File: config.mk
export PLATFORM = sky130hd
export DESIGN_NAME = sa_mult_arbiter
export DESIGN_NICKNAME = d
export VERILOG_FILES = /design/src/rtl/sa_mult_pkg.sv /design/src/rtl/sa_mult_core.sv /design/src/rtl/sa_mult_arbiter.sv
export SDC_FILE = /design/constraint.sdc
export NUM_CORES = 1
export LEC_CHECK = 0
export ABC_AREA = 1
export ABC_CLOCK_PERIOD_IN_PS = 4750
export CAP_MARGIN = 5
export CORE_ASPECT_RATIO = 2
export CORE_MARGIN = 2
export CORE_UTILIZATION = 35
export DETAILED_ROUTE_END_ITERATION = 12
export HOLD_SLACK_MARGIN = 0.15
export PLACE_DENSITY = 0.7
export SLEW_MARGIN = 20
export SYNTH_ARGS = -nofsm -noshare
export SYNTH_HDL_FRONTEND = slang
export SYNTH_SLANG_ARGS = --single-unit
File: constraint.sdc
create_clock -name clk -period 4.75 [get_ports clk]
set_input_delay 1.1875 -clock clk [delete_from_list [all_inputs] [get_ports clk]]
set_output_delay 1.1875 -clock clk [all_outputs]
set_load 0.1 [all_outputs]
File: src/rtl/sa_mult_pkg.sv
// Shared types, defaults and the round-robin grant helper for the
// shift-and-add multiplier arbiter.
package sa_mult_pkg;

    localparam int DEF_WIDTH = 8;
    localparam int DEF_NREQ  = 4;

    // rr_pick works on a fixed-width vector so any NREQ up to MAX_NREQ can use it
    localparam int MAX_NREQ  = 32;
    localparam int MAX_IDW   = 5;

    typedef enum logic [1:0] {
        IDLE = 2'd0,
        RUN  = 2'd1,
        DONE = 2'd2
    } state_t;

    function automatic logic [MAX_NREQ-1:0] rr_pick(
        input logic [MAX_NREQ-1:0] valid,
        input logic [31:0]         ptr,
        input logic [31:0]         n
    );
        logic [MAX_NREQ-1:0] grant;
        logic                found;
        logic [MAX_IDW-1:0]  idx;
        grant = '0;
        found = 1'b0;
        idx   = '0;
        for (int i = 0; i < MAX_NREQ; i++) begin
            if (32'(i) < n) begin
                idx = MAX_IDW'((ptr + 32'(i)) % n);
                if (!found && valid[idx]) begin
                    grant[idx] = 1'b1;
                    found      = 1'b1;
                end
            end
        end
        return grant;
    endfunction

endpackage

File: src/rtl/sa_mult_core.sv
// Iterative shift-and-add multiply engine: one multiplier bit per clock,
// done pulses on the final step with the finished product on p.
module sa_mult_core
    import sa_mult_pkg::*;
#(
    parameter int WIDTH = DEF_WIDTH
) (
    input  logic               clk,
    input  logic               rst_n,
    input  logic               load,
    input  logic [WIDTH-1:0]   a,
    input  logic [WIDTH-1:0]   b,
    output logic               done,
    output logic [2*WIDTH-1:0] p
);

    localparam int CW = $clog2(WIDTH + 1);
    localparam logic [CW-1:0] LAST = CW'(WIDTH - 1);

    logic [2*WIDTH-1:0] a1;
    logic [2*WIDTH-1:0] acc;
    logic [2*WIDTH-1:0] acc_next;
    logic [WIDTH-1:0]   b1;
    logic [CW-1:0]      cnt;
    logic               busy;

    // p is the accumulator including the current step, so it is final on the done cycle
    assign acc_next = b1[0] ? (acc + a1) : acc;
    assign done     = busy && (cnt == LAST);
    assign p        = acc_next;

    always_ff @(posedge clk or negedge rst_n) begin
        if (!rst_n) begin
            a1   <= '0;
            b1   <= '0;
            acc  <= '0;
            cnt  <= '0;
            busy <= 1'b0;
        end else if (load) begin
            a1   <= {{WIDTH{1'b0}}, a};
            b1   <= b;
            acc  <= '0;
            cnt  <= '0;
            busy <= 1'b1;
        end else if (busy) begin
            acc  <= acc_next;
            a1   <= a1 << 1;
            b1   <= b1 >> 1;
            cnt  <= cnt + CW'(1);
            if (done) begin
                busy <= 1'b0;
            end
        end
    end

endmodule

File: src/rtl/sa_mult_arbiter.sv
// Round-robin arbiter sharing one shift-and-add multiplier among NREQ
// requesters, with a single ID-tagged response channel.
module sa_mult_arbiter
    import sa_mult_pkg::*;
#(
    parameter  int WIDTH = DEF_WIDTH,
    parameter  int NREQ  = DEF_NREQ,
    localparam int IDW   = $clog2(NREQ)
) (
    input  logic                  clk,
    input  logic                  rst_n,
    input  logic [NREQ-1:0]       req_valid,
    output logic [NREQ-1:0]       req_ready,
    input  logic [NREQ*WIDTH-1:0] req_a,
    input  logic [NREQ*WIDTH-1:0] req_b,
    output logic                  rsp_valid,
    input  logic                  rsp_ready,
    output logic [IDW-1:0]        rsp_id,
    output logic [2*WIDTH-1:0]    rsp_p
);

    state_t             state;
    logic [IDW-1:0]     rr_ptr;
    logic [IDW-1:0]     id_q;
    logic [IDW-1:0]     gnt_id;
    logic [IDW-1:0]     ptr_next;
    logic [NREQ-1:0]    grant;
    logic               accept;
    logic [WIDTH-1:0]   a_sel;
    logic [WIDTH-1:0]   b_sel;
    logic               core_done;
    logic [2*WIDTH-1:0] core_p;

    assign grant  = NREQ'(rr_pick(MAX_NREQ'(req_valid), 32'(rr_ptr), 32'(NREQ)));
    assign accept = (state == IDLE) && (|grant);

    // reset is folded in so no grant is offered while the block is held in reset
    assign req_ready = ((state == IDLE) && rst_n) ? grant : '0;

    always_comb begin
        gnt_id = '0;
        a_sel  = '0;
        b_sel  = '0;
        for (int i = 0; i < NREQ; i++) begin
            if (grant[i]) begin
                gnt_id = IDW'(i);
                a_sel  = req_a[i*WIDTH +: WIDTH];
                b_sel  = req_b[i*WIDTH +: WIDTH];
            end
        end
    end

    assign ptr_next = (gnt_id == IDW'(NREQ - 1)) ? '0 : gnt_id + IDW'(1);

    sa_mult_core #(
        .WIDTH (WIDTH)
    ) u_core (
        .clk   (clk),
        .rst_n (rst_n),
        .load  (accept),
        .a     (a_sel),
        .b     (b_sel),
        .done  (core_done),
        .p     (core_p)
    );

    always_ff @(posedge clk or negedge rst_n) begin
        if (!rst_n) begin
            state     <= IDLE;
            rr_ptr    <= '0;
            id_q      <= '0;
            rsp_valid <= 1'b0;
            rsp_id    <= '0;
            rsp_p     <= '0;
        end else begin
            case (state)
                IDLE: begin
                    if (accept) begin
                        id_q   <= gnt_id;
                        rr_ptr <= ptr_next;
                        state  <= RUN;
                    end
                end
                RUN: begin
                    if (core_done) begin
                        rsp_p     <= core_p;
                        rsp_id    <= id_q;
                        rsp_valid <= 1'b1;
                        state     <= DONE;
                    end
                end
                DONE: begin
                    // retiring takes a full cycle; the next grant is offered from IDLE
                    if (rsp_ready) begin
                        rsp_valid <= 1'b0;
                        state     <= IDLE;
                    end
                end
                default: begin
                    state <= IDLE;
                end
            endcase
        end
    end

endmodule

Word level (Yosys, flattened, before mapping). Index checks and enable logic that the tools add are counted.

Register bits: 70. Bits in latches: 0. Memory bits (writable): 0. Bits in read-only memories: 0. Bits of input ports: 71. Output and inout bits: 23. Word-level logic and storage cells: 111. Memories kept: 0.

Add/subtract/negate cells: 6. $mul: 0. Divide/modulo/power cells: 0. $lt $le $gt $ge: 8. Equal/unequal tests: 7. Shifts and indexed selects: 0. Mux-type cells: 55. Bitwise operators: 3. Reductions and logical operators: 21.

Operators by type and width (count): $mux W16 (5); $mux W8 (10); $mux W4 (7); $lt A2 B6 Y1 const B (4); $mux W1 (17); $add A16 B16 Y16 (1); $mux W2 (6); $or A4 B4 Y4 (3); $logic_and A1 B1 Y1 (10); $bmux W1 S2 (4); $demux W1 S2 (4); $ge A2 B1 Y1 const B (4); $ne A2 B2 Y1 const B (3); $pmux W2 S3 (1); $reduce_and A3 Y1 (2); $add A2 B1 Y2 const B (2); $add A2 B2 Y2 const B (2); $add A4 B1 Y4 const B (1); $eq A2 B2 Y1 const B (2); $eq A4 B3 Y1 const B (1); $reduce_and A2 Y1 (2); $reduce_bool A2 Y1 (2); $reduce_or A4 Y1 (1); $logic_not A1 Y1 (3); other kinds (3) (3).

Longest topological paths before layout.
Depth in word-level cells: 17. Gate-level depth with buffers: 20. Mapped depth without buffers: 18.

By module. From an unflattened synthesis, not the netlist that was laid out.

Cell total of the unflattened synthesis: 698. Area, all modules: 5112.4 um2.

Modules (own cells, without submodules): sa_mult_core (times used 1, cells each 397, area each 2887.8 um2, seq. area each 1126.1 um2); sa_mult_arbiter (times used 1, cells each 301, area each 2224.6 um2, seq. area each 625.6 um2).

Worst setup path before layout. OpenSTA, ideal clock, no wires.

Path kind: in2out. Start point: input req_valid[3]. End point: output req_ready[3]. Arrival time: 3518 ps. Data required time: 3563 ps. Path slack: 45 ps. Cell stages on the path: 11. Buffers on the path: 2. Path through: nand2_1 -> nand3_2 -> nand2_4 -> nand2_4 -> nor2_4 -> nand2_1 -> nand3_2 -> inv_1 -> buf_2 -> buf_2 -> nor2_1.

Word-level cells in the longest chain between the ends: 13. Elaborated cells on any way between the ends: 25. Classes of those cells: mux (16); bitwise (3); reduce/logical (6).

Ends and longest elaborated chain: start: declaration (RTL line sa_mult_arbiter.sv:12) `input logic [NREQ-1:0] req_valid,`; $bmux W1 S2 (RTL line sa_mult_pkg.sv:32) `if (!found && valid[idx]) begin`; $mux W1 (not written as such) (RTL line sa_mult_pkg.sv:32); $mux W1 (RTL line sa_mult_pkg.sv:32); $logic_not A1 Y1 (RTL line sa_mult_pkg.sv:32); $logic_and A1 B1 Y1 (RTL line sa_mult_pkg.sv:32); $mux W1 (RTL line sa_mult_pkg.sv:32); $logic_not A1 Y1 (RTL line sa_mult_pkg.sv:32); $logic_and A1 B1 Y1 (RTL line sa_mult_pkg.sv:32); $mux W1 (RTL line sa_mult_pkg.sv:32); $logic_not A1 Y1 (RTL line sa_mult_pkg.sv:32); $logic_and A1 B1 Y1 (RTL line sa_mult_pkg.sv:32); $mux W4 (*) (RTL line sa_mult_pkg.sv:32); $mux W4 (*) (RTL line sa_mult_arbiter.sv:38) `assign req_ready = ((state == IDLE) && rst_n) ? grant : '0;`; end: declaration (RTL line sa_mult_arbiter.sv:13) `output logic [NREQ-1:0] req_ready,`.

Mark *: on every way between the ends. The rest lies on a longest branch, timed or not. The select of a mux whose other input is x is not followed.

Worst setup path in the final report.
Start point: input req_valid[3]. End point: output req_ready[2].

Same word-level chain as after synthesis.

==> run metrics <==
largest family of logic cells by synthesized area=simple AND/OR/NAND/NOR gates; CTS Buffer Depth=2; LEAKAGE=2.930 nW; register area=1752 um2; Flop pwr share=0.201; Layout area overhead=28.77%; internal power=2.404 mW; # hold bufs at CTS=0; CTS tree=built; postcts setup bufs=0; Worst-Margin Slew=992.6 ps; largest net degree at the start of global routing=71; layout cells sized above 1=0.1016; Die ar.=14620 um2; Final #Nets=827; total track usage=0.1928; worst vdd ir=0.6496 mV; gate count after technology mapping=644; Post-Synth Adder-Cell Area=0.06196; Relative slew margins=0.3362; syn_area_per_cell=7.400 um2; wire length of the first global-routing pass=21960 um; Port Buffer Count=93; mean routed wirelength per cell=14.95 um; RSZ-0062 raised after global routing=false; vias in the first global route=4648; core area=13360 um2; Die W=86.51 um; CTS H-tree depth=3; Post-Synthesis Cell Area=4766 um2; Seq cells post-synth=70; Place WS=631.0 ps; Critical Path Fanout Max=5; Synth Area in Simple Gates=0.3353; Initial Utilization=0.3566; kind of critical path=primary input to output port; Sw Pwr=2.786 mW; number of max-cap violations=0; post-cts repair resize count=0; CTS clock-pin slew for the worst setup and hold paths=50 ps; setup_tns=0 ps; grt total ovfl=0; Clock Sinks=70; Ys Warns=0; Netlist cell types=48; Crit path arrival time=2920 ps; Hold Path Class=flip-flop to flip-flop; share of the synthesized area in the top cell type=0.3676; Critical Path Sink Type=output port; fill count=1326; Clk network pwr share=0.140; I/O Pins=94; Tcrit/Tclk final=0.8651; Synth area leader=dfrtp_1; 1st-pass router iterations=4; Period minus WS final=4109 ps; clk_lat worst skew=340 ps; Fin Clk Skew=8.933 ps; Synth Area in Compound Gates=0.1389; Hold Fails Final Rpt=0; Clk Tree Root Cell=clkbuf_16; outcome=finished clean; initial DRC count=224; Synth Area in XOR/XNOR=0.01286; CP required=3560 ps; post-synthesis mux area share=0; PnR worst setup slack=641.0 ps; antenna-violating nets left=0; via count=4537; Final Max Tran Viols=0; dpl hpwl=10380 um; initial antenna violation count=0; # setup viols final=0; CTS buffer count=9; most common cell after layout, fill and taps aside=nand2_1; Startpoint Class=primary input; switching share of power=0.5368; Syn Nets=738; DRT Wirelength=13350 um; area of the multi-input gates=2616 um2; register area share after synthesis=0.3676; most frequent cells in the layout=nand2_1, clkdlybuf4s50_1, dfrtp_1; Via density=5.081; chip height=169.0 um; fmax=243.4 MHz; Comb power frac=0.660; final core occ=0.4593; # DRC=0; FP Rows=60; pwr/cell area=845.6 nW/um2; Synth area leaders=dfrtp_1, nand2_1, nand3_1, ha_1, o21ai_0; placer congestion estimate=0.8944; # diodes=0
## per-stage QoR
| stage | cells | total power, mW | cell area, um2 | hold WS, ps |
|---|---|---|---|---|
| 2_1_floorplan | 644 | 3.656 | 4766 | 442.2 |
| 3_3_place_gp | 877 | 4.441 | 5816 | 466.3 |
| 3_5_place_dp | 877 | 4.475 | 5816 | 472.9 |
| 4_1_cts | 893 | 5.220 | 6137 | 487.4 |
| 5_1_grt | 893 | 5.634 | 6137 | 498.8 |
| 6_report | 893 | 5.190 | 6137 | 481.8 |
## Yosys cell counts (all sizes together)
master    n
a211oi    1
a31oi     3
a22oi     5
fa        1
o21bai    2
clkinv    1
dfrtp    70
nand4     5
o211ai    2
nor3      3
nor2     51
clkbuf    6
inv      55
xor2      4
a21o      1
or2      10
nand2   202
a21boi    1
o22ai    10
nand3b    4
nand3    71
nor3b     1
a21oi    34
o21ai    56
xnor2     3
o21a      1
buf      18
ha       22
o31ai     1
## path summary, 6_finish.rpt
check / from / endpoint / slack [ps] / cells past startpoint
worst max-delay path: req_valid[3] / req_ready[2] / 640 / 11
worst min-delay path: rsp_valid / rsp_valid / 480 / 2
worst max register to register: rr_ptr[1] / u_core.acc[4] / 1480 / 17
worst min register to register: rsp_valid / rsp_valid / 480 / 2
max in group asynchronous: rst_n / rsp_p[4] / 3070 / 2
min in group asynchronous: rst_n / rsp_p[12] / 1080 / 2
## critical path: stages
cell,delay [ps]
clkdlybuf4s50_1,430
nand2_1,110
nand3_2,170
nand2_4,150
nand2_4,70
nor2_4,140
nand2_1,100
nand3_4,100
inv_2,70
nor2_1,180
buf_12,210
## registers in the layout (all words and copies together) (netlist names)
name         cells
id_q             2
rr_ptr           2
rsp_id           2
rsp_p           16
rsp_valid        1
state            2
u_core.a1       16
u_core.acc      16
u_core.b1        8
u_core.busy      1
u_core.cnt       4
## per-layer routing
metal	global-route usage	part of all wire	vias to the layer above
met4	0.1094	0.044	0
met3	0.03510	0.035	28
met1	0.1859	0.35	2106
li1	-	-	2298
met5	0	0	-
met2	0.3672	0.57	105
## power by group through the flow
stage          Clock [mW]  Sequential [mW]  Combinational (mW)
2_1_floorplan           0             1.46                2.19
3_3_place_gp            0             1.05                3.39
3_5_place_dp            0             1.05                3.43
4_1_cts             0.736             1.04                3.44
5_1_grt             0.769             1.08                3.79
6_report            0.724             1.04                3.42
## cells by family after synthesis
group                    Yosys count
adder cells (fa/ha/maj)           23
XOR/XNOR                           7
AND/OR/NAND/NOR                  347
flip-flops                        70
buffers and inverters             80
AO/OA/AOI/OAI                    117
## area by class of cell
cell class              count  area share
multi-input cells         494      0.4263
flip-flops and latches     70      0.2854
repair buffers            102      0.1688
clock buffers               9     0.03670
inverters                  56     0.03547
well taps                 155     0.03160
clock inverters             7     0.01570
Power figures use the tool's default switching activity.
